==> src/rtl/counter_job_sched_pkg.sv <==
// rtl/counter_job_sched_pkg.sv - shared types and parameters for the counter job scheduler
package counter_sched_pkg;

  typedef enum logic [1:0] {
    IDLE = 2'd0,
    LOAD = 2'd1,
    RUN  = 2'd2,
    RESP = 2'd3
  } state_t;

  localparam int CNT_W_DEF = 8;

  // Width of a requester index; never narrower than one bit.
  function automatic int idx_w(input int n);
    return (n > 1) ? $clog2(n) : 1;
  endfunction

endpackage

==> src/rtl/counter_job_sched_if.sv <==
// rtl/counter_job_sched_if.sv - job request/response channels between requesters and scheduler
interface counter_job_sched_if #(
  parameter int N_REQ = 2,
  parameter int CNT_W = 8
);
  logic [N_REQ-1:0]       req_valid;
  logic [N_REQ-1:0]       req_ready;
  logic [N_REQ*CNT_W-1:0] req_start;
  logic [N_REQ*CNT_W-1:0] req_len;
  logic [N_REQ-1:0]       rsp_valid;
  logic [N_REQ-1:0]       rsp_ready;
  logic [CNT_W-1:0]       rsp_data;

  modport master (
    output req_valid, req_start, req_len, rsp_ready,
    input  req_ready, rsp_valid, rsp_data
  );

  modport slave (
    input  req_valid, req_start, req_len, rsp_ready,
    output req_ready, rsp_valid, rsp_data
  );
endinterface

==> src/rtl/counter_job_sched_rr_arbiter.sv <==
// rtl/counter_job_sched_rr_arbiter.sv - round-robin arbiter, search starts at ptr
module rr_arbiter
  import counter_sched_pkg::*;
#(
  parameter  int N_REQ = 2,
  localparam int IDX_W = idx_w(N_REQ)
) (
  input  logic             clk,
  input  logic             rst_n,
  input  logic [N_REQ-1:0] req,
  input  logic             enable,
  output logic [N_REQ-1:0] grant,
  output logic [IDX_W-1:0] grant_idx
);

  localparam logic [IDX_W:0]   N_SUM = (IDX_W+1)'(N_REQ);
  localparam logic [IDX_W-1:0] LAST  = IDX_W'(N_REQ - 1);

  logic [IDX_W-1:0] ptr;
  logic [N_REQ-1:0] rot;
  logic [IDX_W:0]   off;
  logic [IDX_W:0]   sum;
  logic             found;

  // Rotate so that bit 0 is the requester at ptr, pick the first set bit, rotate back.
  always_comb begin
    rot   = N_REQ'({req, req} >> ptr);
    found = 1'b0;
    off   = '0;
    for (int k = 0; k < N_REQ; k++) begin
      if (!found && rot[k]) begin
        found = 1'b1;
        off   = (IDX_W+1)'(k);
      end
    end
    sum = {1'b0, ptr} + off;
    if (sum >= N_SUM) begin
      sum = sum - N_SUM;
    end
    grant_idx = sum[IDX_W-1:0];
    grant     = found ? (N_REQ'(1) << grant_idx) : '0;
  end

  always_ff @(posedge clk) begin
    if (!rst_n) begin
      ptr <= '0;
    end else if (enable && found) begin
      ptr <= (grant_idx == LAST) ? '0 : grant_idx + IDX_W'(1);
    end
  end

endmodule

==> src/rtl/counter_job_sched.sv <==
// rtl/counter_job_sched.sv - sequences one shared load/count/output counter for several requesters
module counter_job_sched
  import counter_sched_pkg::*;
#(
  parameter  int N_REQ = 2,
  parameter  int CNT_W = CNT_W_DEF,
  localparam int IDX_W = idx_w(N_REQ)
) (
  input  logic                clk,
  input  logic                rst_n,
  counter_job_sched_if.slave  jobs,
  output logic                cnt_load_e,
  output logic                cnt_out_e,
  output logic [CNT_W-1:0]    cnt_load_val,
  input  logic [CNT_W-1:0]    cnt_data,
  output logic                busy
);

  state_t           state;
  state_t           state_nxt;
  logic [CNT_W-1:0] start_q;
  logic [CNT_W-1:0] len_q;
  logic [CNT_W-1:0] rem;
  logic [CNT_W-1:0] result;
  logic [IDX_W-1:0] id_q;
  logic [N_REQ-1:0] grant;
  logic [IDX_W-1:0] grant_idx;
  logic             take;
  logic [N_REQ-1:0] req_ready_c;
  logic [N_REQ-1:0] rsp_valid_c;
  logic [CNT_W-1:0] rsp_data_c;

  // Gated by rst_n so nothing is offered to requesters while reset is held.
  assign take = (state == IDLE) && rst_n && (|jobs.req_valid);

  rr_arbiter #(
    .N_REQ (N_REQ)
  ) u_arb (
    .clk       (clk),
    .rst_n     (rst_n),
    .req       (jobs.req_valid),
    .enable    (take),
    .grant     (grant),
    .grant_idx (grant_idx)
  );

  always_ff @(posedge clk) begin
    if (!rst_n) begin
      state <= IDLE;
    end else begin
      state <= state_nxt;
    end
  end

  always_comb begin
    state_nxt = state;
    case (state)
      IDLE:    if (take) state_nxt = LOAD;
      LOAD:    state_nxt = RUN;
      RUN:     if (rem == '0) state_nxt = RESP;
      RESP:    if (jobs.rsp_ready[id_q]) state_nxt = IDLE;
      default: state_nxt = IDLE;
    endcase
  end

  always_comb begin
    req_ready_c  = '0;
    rsp_valid_c  = '0;
    rsp_data_c   = '0;
    cnt_load_e   = 1'b0;
    cnt_out_e    = 1'b0;
    cnt_load_val = '0;
    busy         = (state != IDLE);
    case (state)
      IDLE: begin
        if (take) req_ready_c = grant;
      end
      LOAD: begin
        cnt_load_e   = 1'b1;
        cnt_load_val = start_q;
      end
      RUN: begin
        cnt_out_e = (rem == '0);
      end
      RESP: begin
        rsp_valid_c = N_REQ'(1) << id_q;
        rsp_data_c  = result;
      end
      default: ;
    endcase
  end

  assign jobs.req_ready = req_ready_c;
  assign jobs.rsp_valid = rsp_valid_c;
  assign jobs.rsp_data  = rsp_data_c;

  // Counter is loaded at the LOAD edge, so after len RUN cycles it holds start+len.
  always_ff @(posedge clk) begin
    if (!rst_n) begin
      start_q <= '0;
      len_q   <= '0;
      id_q    <= '0;
      rem     <= '0;
      result  <= '0;
    end else begin
      case (state)
        IDLE: begin
          if (take) begin
            start_q <= jobs.req_start[grant_idx*CNT_W +: CNT_W];
            len_q   <= jobs.req_len[grant_idx*CNT_W +: CNT_W];
            id_q    <= grant_idx;
          end
        end
        LOAD: rem <= len_q;
        RUN: begin
          if (rem != '0) begin
            rem <= rem - CNT_W'(1);
          end else begin
            result <= cnt_data;
          end
        end
        default: ;
      endcase
    end
  end

endmodule

==> src/flat_wrapper.sv <==
// flat-port wrapper written by rule: the top's interface ports become plain ports
module counter_job_sched_flat import counter_sched_pkg::*;
#(
  parameter  int N_REQ = 2,
  parameter  int CNT_W = CNT_W_DEF,
  localparam int IDX_W = idx_w(N_REQ)
)
  (clk, rst_n, cnt_load_e, cnt_out_e, cnt_load_val, cnt_data, busy, jobs_req_valid, jobs_req_start, jobs_req_len, jobs_rsp_ready, jobs_req_ready, jobs_rsp_valid, jobs_rsp_data);
  counter_job_sched_if #(.N_REQ(N_REQ), .CNT_W(CNT_W)) jobs_i ();
  input  logic clk;
  input  logic rst_n;
  output logic cnt_load_e;
  output logic cnt_out_e;
  output logic [CNT_W-1:0] cnt_load_val;
  input  logic [CNT_W-1:0] cnt_data;
  output logic busy;
  input wire logic [$bits(jobs_i.req_valid)-1:0] jobs_req_valid;
  input wire logic [$bits(jobs_i.req_start)-1:0] jobs_req_start;
  input wire logic [$bits(jobs_i.req_len)-1:0] jobs_req_len;
  input wire logic [$bits(jobs_i.rsp_ready)-1:0] jobs_rsp_ready;
  output wire logic [$bits(jobs_i.req_ready)-1:0] jobs_req_ready;
  output wire logic [$bits(jobs_i.rsp_valid)-1:0] jobs_rsp_valid;
  output wire logic [$bits(jobs_i.rsp_data)-1:0] jobs_rsp_data;
  assign jobs_i.req_valid = jobs_req_valid;
  assign jobs_i.req_start = jobs_req_start;
  assign jobs_i.req_len = jobs_req_len;
  assign jobs_i.rsp_ready = jobs_rsp_ready;
  assign jobs_req_ready = jobs_i.req_ready;
  assign jobs_rsp_valid = jobs_i.rsp_valid;
  assign jobs_rsp_data = jobs_i.rsp_data;
  counter_job_sched #(.N_REQ(N_REQ), .CNT_W(CNT_W)) u_core (.clk(clk), .rst_n(rst_n), .jobs(jobs_i), .cnt_load_e(cnt_load_e), .cnt_out_e(cnt_out_e), .cnt_load_val(cnt_load_val), .cnt_data(cnt_data), .busy(busy));
endmodule
==> config.mk <==
export PLATFORM = sky130hd
export DESIGN_NAME = counter_job_sched_flat
export DESIGN_NICKNAME = d
export VERILOG_FILES = /design/src/rtl/counter_job_sched_pkg.sv /design/src/rtl/counter_job_sched_if.sv /design/src/rtl/counter_job_sched_rr_arbiter.sv /design/src/rtl/counter_job_sched.sv /design/src/flat_wrapper.sv
export SDC_FILE = /design/constraint.sdc
export NUM_CORES = 1
export LEC_CHECK = 0
export CAP_MARGIN = 15
export CORE_MARGIN = 2
export CORE_UTILIZATION = 45
export DETAILED_ROUTE_END_ITERATION = 6
export PLACE_DENSITY = 0.8
export SLEW_MARGIN = 25
export SYNTH_ARGS = -nofsm -noshare
export SYNTH_HDL_FRONTEND = slang
export SYNTH_SLANG_ARGS = --single-unit
==> constraint.sdc <==
create_clock -name clk -period 2.1 [get_ports clk]
set_input_delay 0.525 -clock clk [delete_from_list [all_inputs] [get_ports clk]]
set_output_delay 0.525 -clock clk [all_outputs]
set_load 0.02 [all_outputs]
==> results of run 1 <==
-- cell type report --
cell class,count,area share
multi-input combinational,164,0.3933
tap,50,0.02142
timing repair buffer,97,0.2973
clock buffer,8,0.03085
sequential,36,0.2468
inverter,8,0.01028
-- report_power, final --
group | internal, mW | total, mW | switching (mW)
combinational | 0.887 | 1.76 | 0.874
clock | 0.267 | 0.509 | 0.242
sequential | 0.857 | 0.977 | 0.120
total | 2.01 | 3.25 | 1.24
-- cells in the mapped netlist, types with 2 or more instances --
cell type | count | share of area
a31oi_1 | 2 | 0.0064
nand3_1 | 3 | 0.0077
clkbuf_1 | 7 | 0.014
mux2_2 | 2 | 0.012
buf_6 | 3 | 0.017
buf_1 | 2 | 0.0039
nand2_1 | 10 | 0.019
nor2b_1 | 3 | 0.0096
o41ai_1 | 2 | 0.0090
mux2i_1 | 25 | 0.13
a21oi_1 | 24 | 0.062
a311oi_1 | 2 | 0.0090
and2_1 | 17 | 0.055
or3b_2 | 2 | 0.0090
a211oi_1 | 3 | 0.012
nand3b_1 | 2 | 0.0077
nor2_1 | 20 | 0.039
dfxtp_1 | 36 | 0.37
a22oi_1 | 2 | 0.0077
o21ai_0 | 22 | 0.057
inv_1 | 7 | 0.014
ha_1 | 6 | 0.039
-- worst max-delay path: stages, from the launching register on --
cell	delay [ps]
dfxtp_1	310
inv_1	90
ha_2	230
o21ai_2	70
or2_2	290
nor2_2	120
buf_6	130
-- flip-flops by register name, summed over array words and instances, names as in the netlist --
register	count
u_core.len_q	8
u_core.state	2
u_core.start_q	8
u_core.rem	8
u_core.id_q	1
u_core.u_arb.ptr	1
u_core.result	8
-- worst paths after layout --
check | from | to | cells past startpoint
max | u_core.state[0]$_SDFFE_PN0P_ | jobs_req_ready[0] | 6
min | u_core.result[3]$_SDFFE_PN0P_ | u_core.result[3]$_SDFFE_PN0P_ | 2
max reg2reg | u_core.state[0]$_SDFFE_PN0P_ | u_core.state[1]$_SDFFE_PN0P_ | 7
min reg2reg | u_core.result[3]$_SDFFE_PN0P_ | u_core.result[3]$_SDFFE_PN0P_ | 2
-- metrics by stage --
step | setup WS [ps] | utilization | cell area [um^2] | hold slack (ps)
2_1_floorplan | 116.5 | - | 1946 | 450.9
3_3_place_gp | -627.7 | 0.6935 | 2834 | 467.1
3_5_place_dp | -630.7 | 0.6935 | 2834 | 479.2
4_1_cts | 4.323 | 0.7146 | 2920 | 497.4
5_1_grt | -26.98 | 0.7146 | 2920 | 524.8
6_report | 36.31 | 0.7146 | 2920 | 493.8
-- logic make-up after synthesis --
group | Yosys count
buf+inv | 23
flops | 36
mux | 27
fa+ha+maj | 7
simple gates | 65
compound gates | 65
-- routing by layer --
metal,global-route usage,vias to the layer above
li1,-,970
met1,0.2538,905
met2,0.3771,45
met3,0.06105,8
met4,0.06410,0
met5,0,-
-- timing repair --
item	CTS	global route
setup endpoints to repair	23	14
gates resized for setup	44	17
pin swaps	1	0
==> run_results.csv, run 1 <==
group,metric,value,unit
timing,fin_crit_sh,0.9827,
detailed_routing,routed-wl-met3,192,um
timing,hold_viol_final,0,
worst_setup_path,required,1570,ps
logic_synthesis,synth_nets,275,
grt,grt_pass1_wl,8.438,mm
power_and_ir_drop,cellLeakagePower,1.319,nW
floorplan,ios,69,
floorplan,initial_core_util,0.4761,
detailed_routing,wl_met2,2.622,mm
grt,grt_overflow,0,
cells_and_area,drive_gt1_frac,0.1949,
logic_synthesis,synth_xor_area_frac,0,
logic_synthesis,syn_inst,223,
timing,max_slew_margin,0.7552,
cells_and_area,fin_cells,363,
timing,slew_violations,0,
logic_synthesis,muxShareOfSynthArea,0.1402,
logic_synthesis,syn_avg_cell_area,8.725,um^2
cells_and_area,register_area,720.7,um^2
logic_synthesis,synth_top_family_by_area,"compound AO/OA/AOI/OAI gates",
worst_setup_path,worstPathArrival,1540,ps
logic_synthesis,synth_simple_gate_area_frac,0.1839,
timing,fin_crit,2064,ps
detailed_routing,vias,1928,
worst_setup_path,worstSetupPathType,"reg -> out",
clock_network,cts.clk_slew.worst_paths,70,ps
timing,tightest_slew,365.5,ps
worst_setup_path,critPathMaxFanout,4,
detailed_routing,drc,0,
placed_design,io_buffer_count,68,
detailed_routing,wl_met1,2.202,mm
power_and_ir_drop,ir_drop,698.6,uV
timing,fin_worst_skew,4.140,ps
power_and_ir_drop,pwr_density_cell,1112,nW/um^2
outcome,status,"finished, final reports clean",
detailed_routing,wl,5.104,mm
logic_synthesis,synthArstFlopShare,0,
clock_network,postCtsSetupRepairBufs,0,
timing,rsz0062_at_grt,"true",
cells_and_area,mostFrequentLayoutCells,"clkdlybuf4s50_1 (42), dfxtp_1 (36), buf_4 (29)",
clock_network,clockRootBuffer,"clkbuf_8",
logic_synthesis,synth_compound_area_frac,0.2026,
worst_setup_path,cp-start-kind,"register",
clock_network,cts_hold_buf,0,
job,maxCapViolCount,0,
cells_and_area,fin_nets,364,
hold_path,hold_class,"reg -> reg",
cells_and_area,multiInputGateArea,1149,um^2
detailed_routing,dr.pass1.iters,4,
cells_and_area,layout_commonest_cell,"clkdlybuf4s50_1",
cells_and_area,num-fill-cells,318,
grt,grt_antenna_before_repair,0,
logic_synthesis,synthDistinctLibCells,43,
floorplan,die_h,69.76,um
clock_network,h-tree-depth,2,
floorplan,rows,23,
logic_synthesis,yosysWarnings,0,
clock_network,clock_latency,290,ps
detailed_routing,routed_via_density,5.311,
grt,grt_usage,0.2147,
cells_and_area,area_delta_synth_final,50.10,%
floorplan,die_w,69.76,um
power_and_ir_drop,p_total,3.246,mW
cells_and_area,diodes,0,
worst_setup_path,reg2reg_setup_slack,340,ps
detailed_routing,antenna_left,0,
placed_design,finalWeightedCongestion,0.8443,
clock_network,numCtsBuffers,5,
floorplan,core_area,4086,um^2
logic_synthesis,synth_ff_type,"dfxtp_1",
logic_synthesis,synth_edf_count,0,
clock_network,clkSinkCount,36,
logic_synthesis,ys_seq_area_frac,0.3704,
detailed_routing,top_layer_used,"met4",
detailed_routing,post_drt_wl_per_cell,14.06,um
logic_synthesis,synth_area,1946,um^2
clock_network,ctsLongestPathBuffers,2,
worst_setup_path,end_kind,"output pin",
grt,grt_pass1_vias,1872,
logic_synthesis,synth-seq-cells,36,
timing,fmax,484.6,MHz
timing,finalSetupViolCount,0,
floorplan,fp.dieArea,4866,um^2
placed_design,dp_cells,355,
detailed_routing,drtIter0Drc,86,
logic_synthesis,synthAdderAreaFrac,0.04373,
placed_design,dp_hpwl,3.810,mm
clock_network,cts_tree,"yes",
timing,fin_tns_setup,0,ps
grt,grt_max_degree,29,
No activity file was read; power rests on OpenSTA's default activity.
==> run 2, diff against run 1 <==
ABC_AREA = 0   (was default)
==> results of run 2 <==
No change in the layout: final DEF, timing and power equal those of run 1.
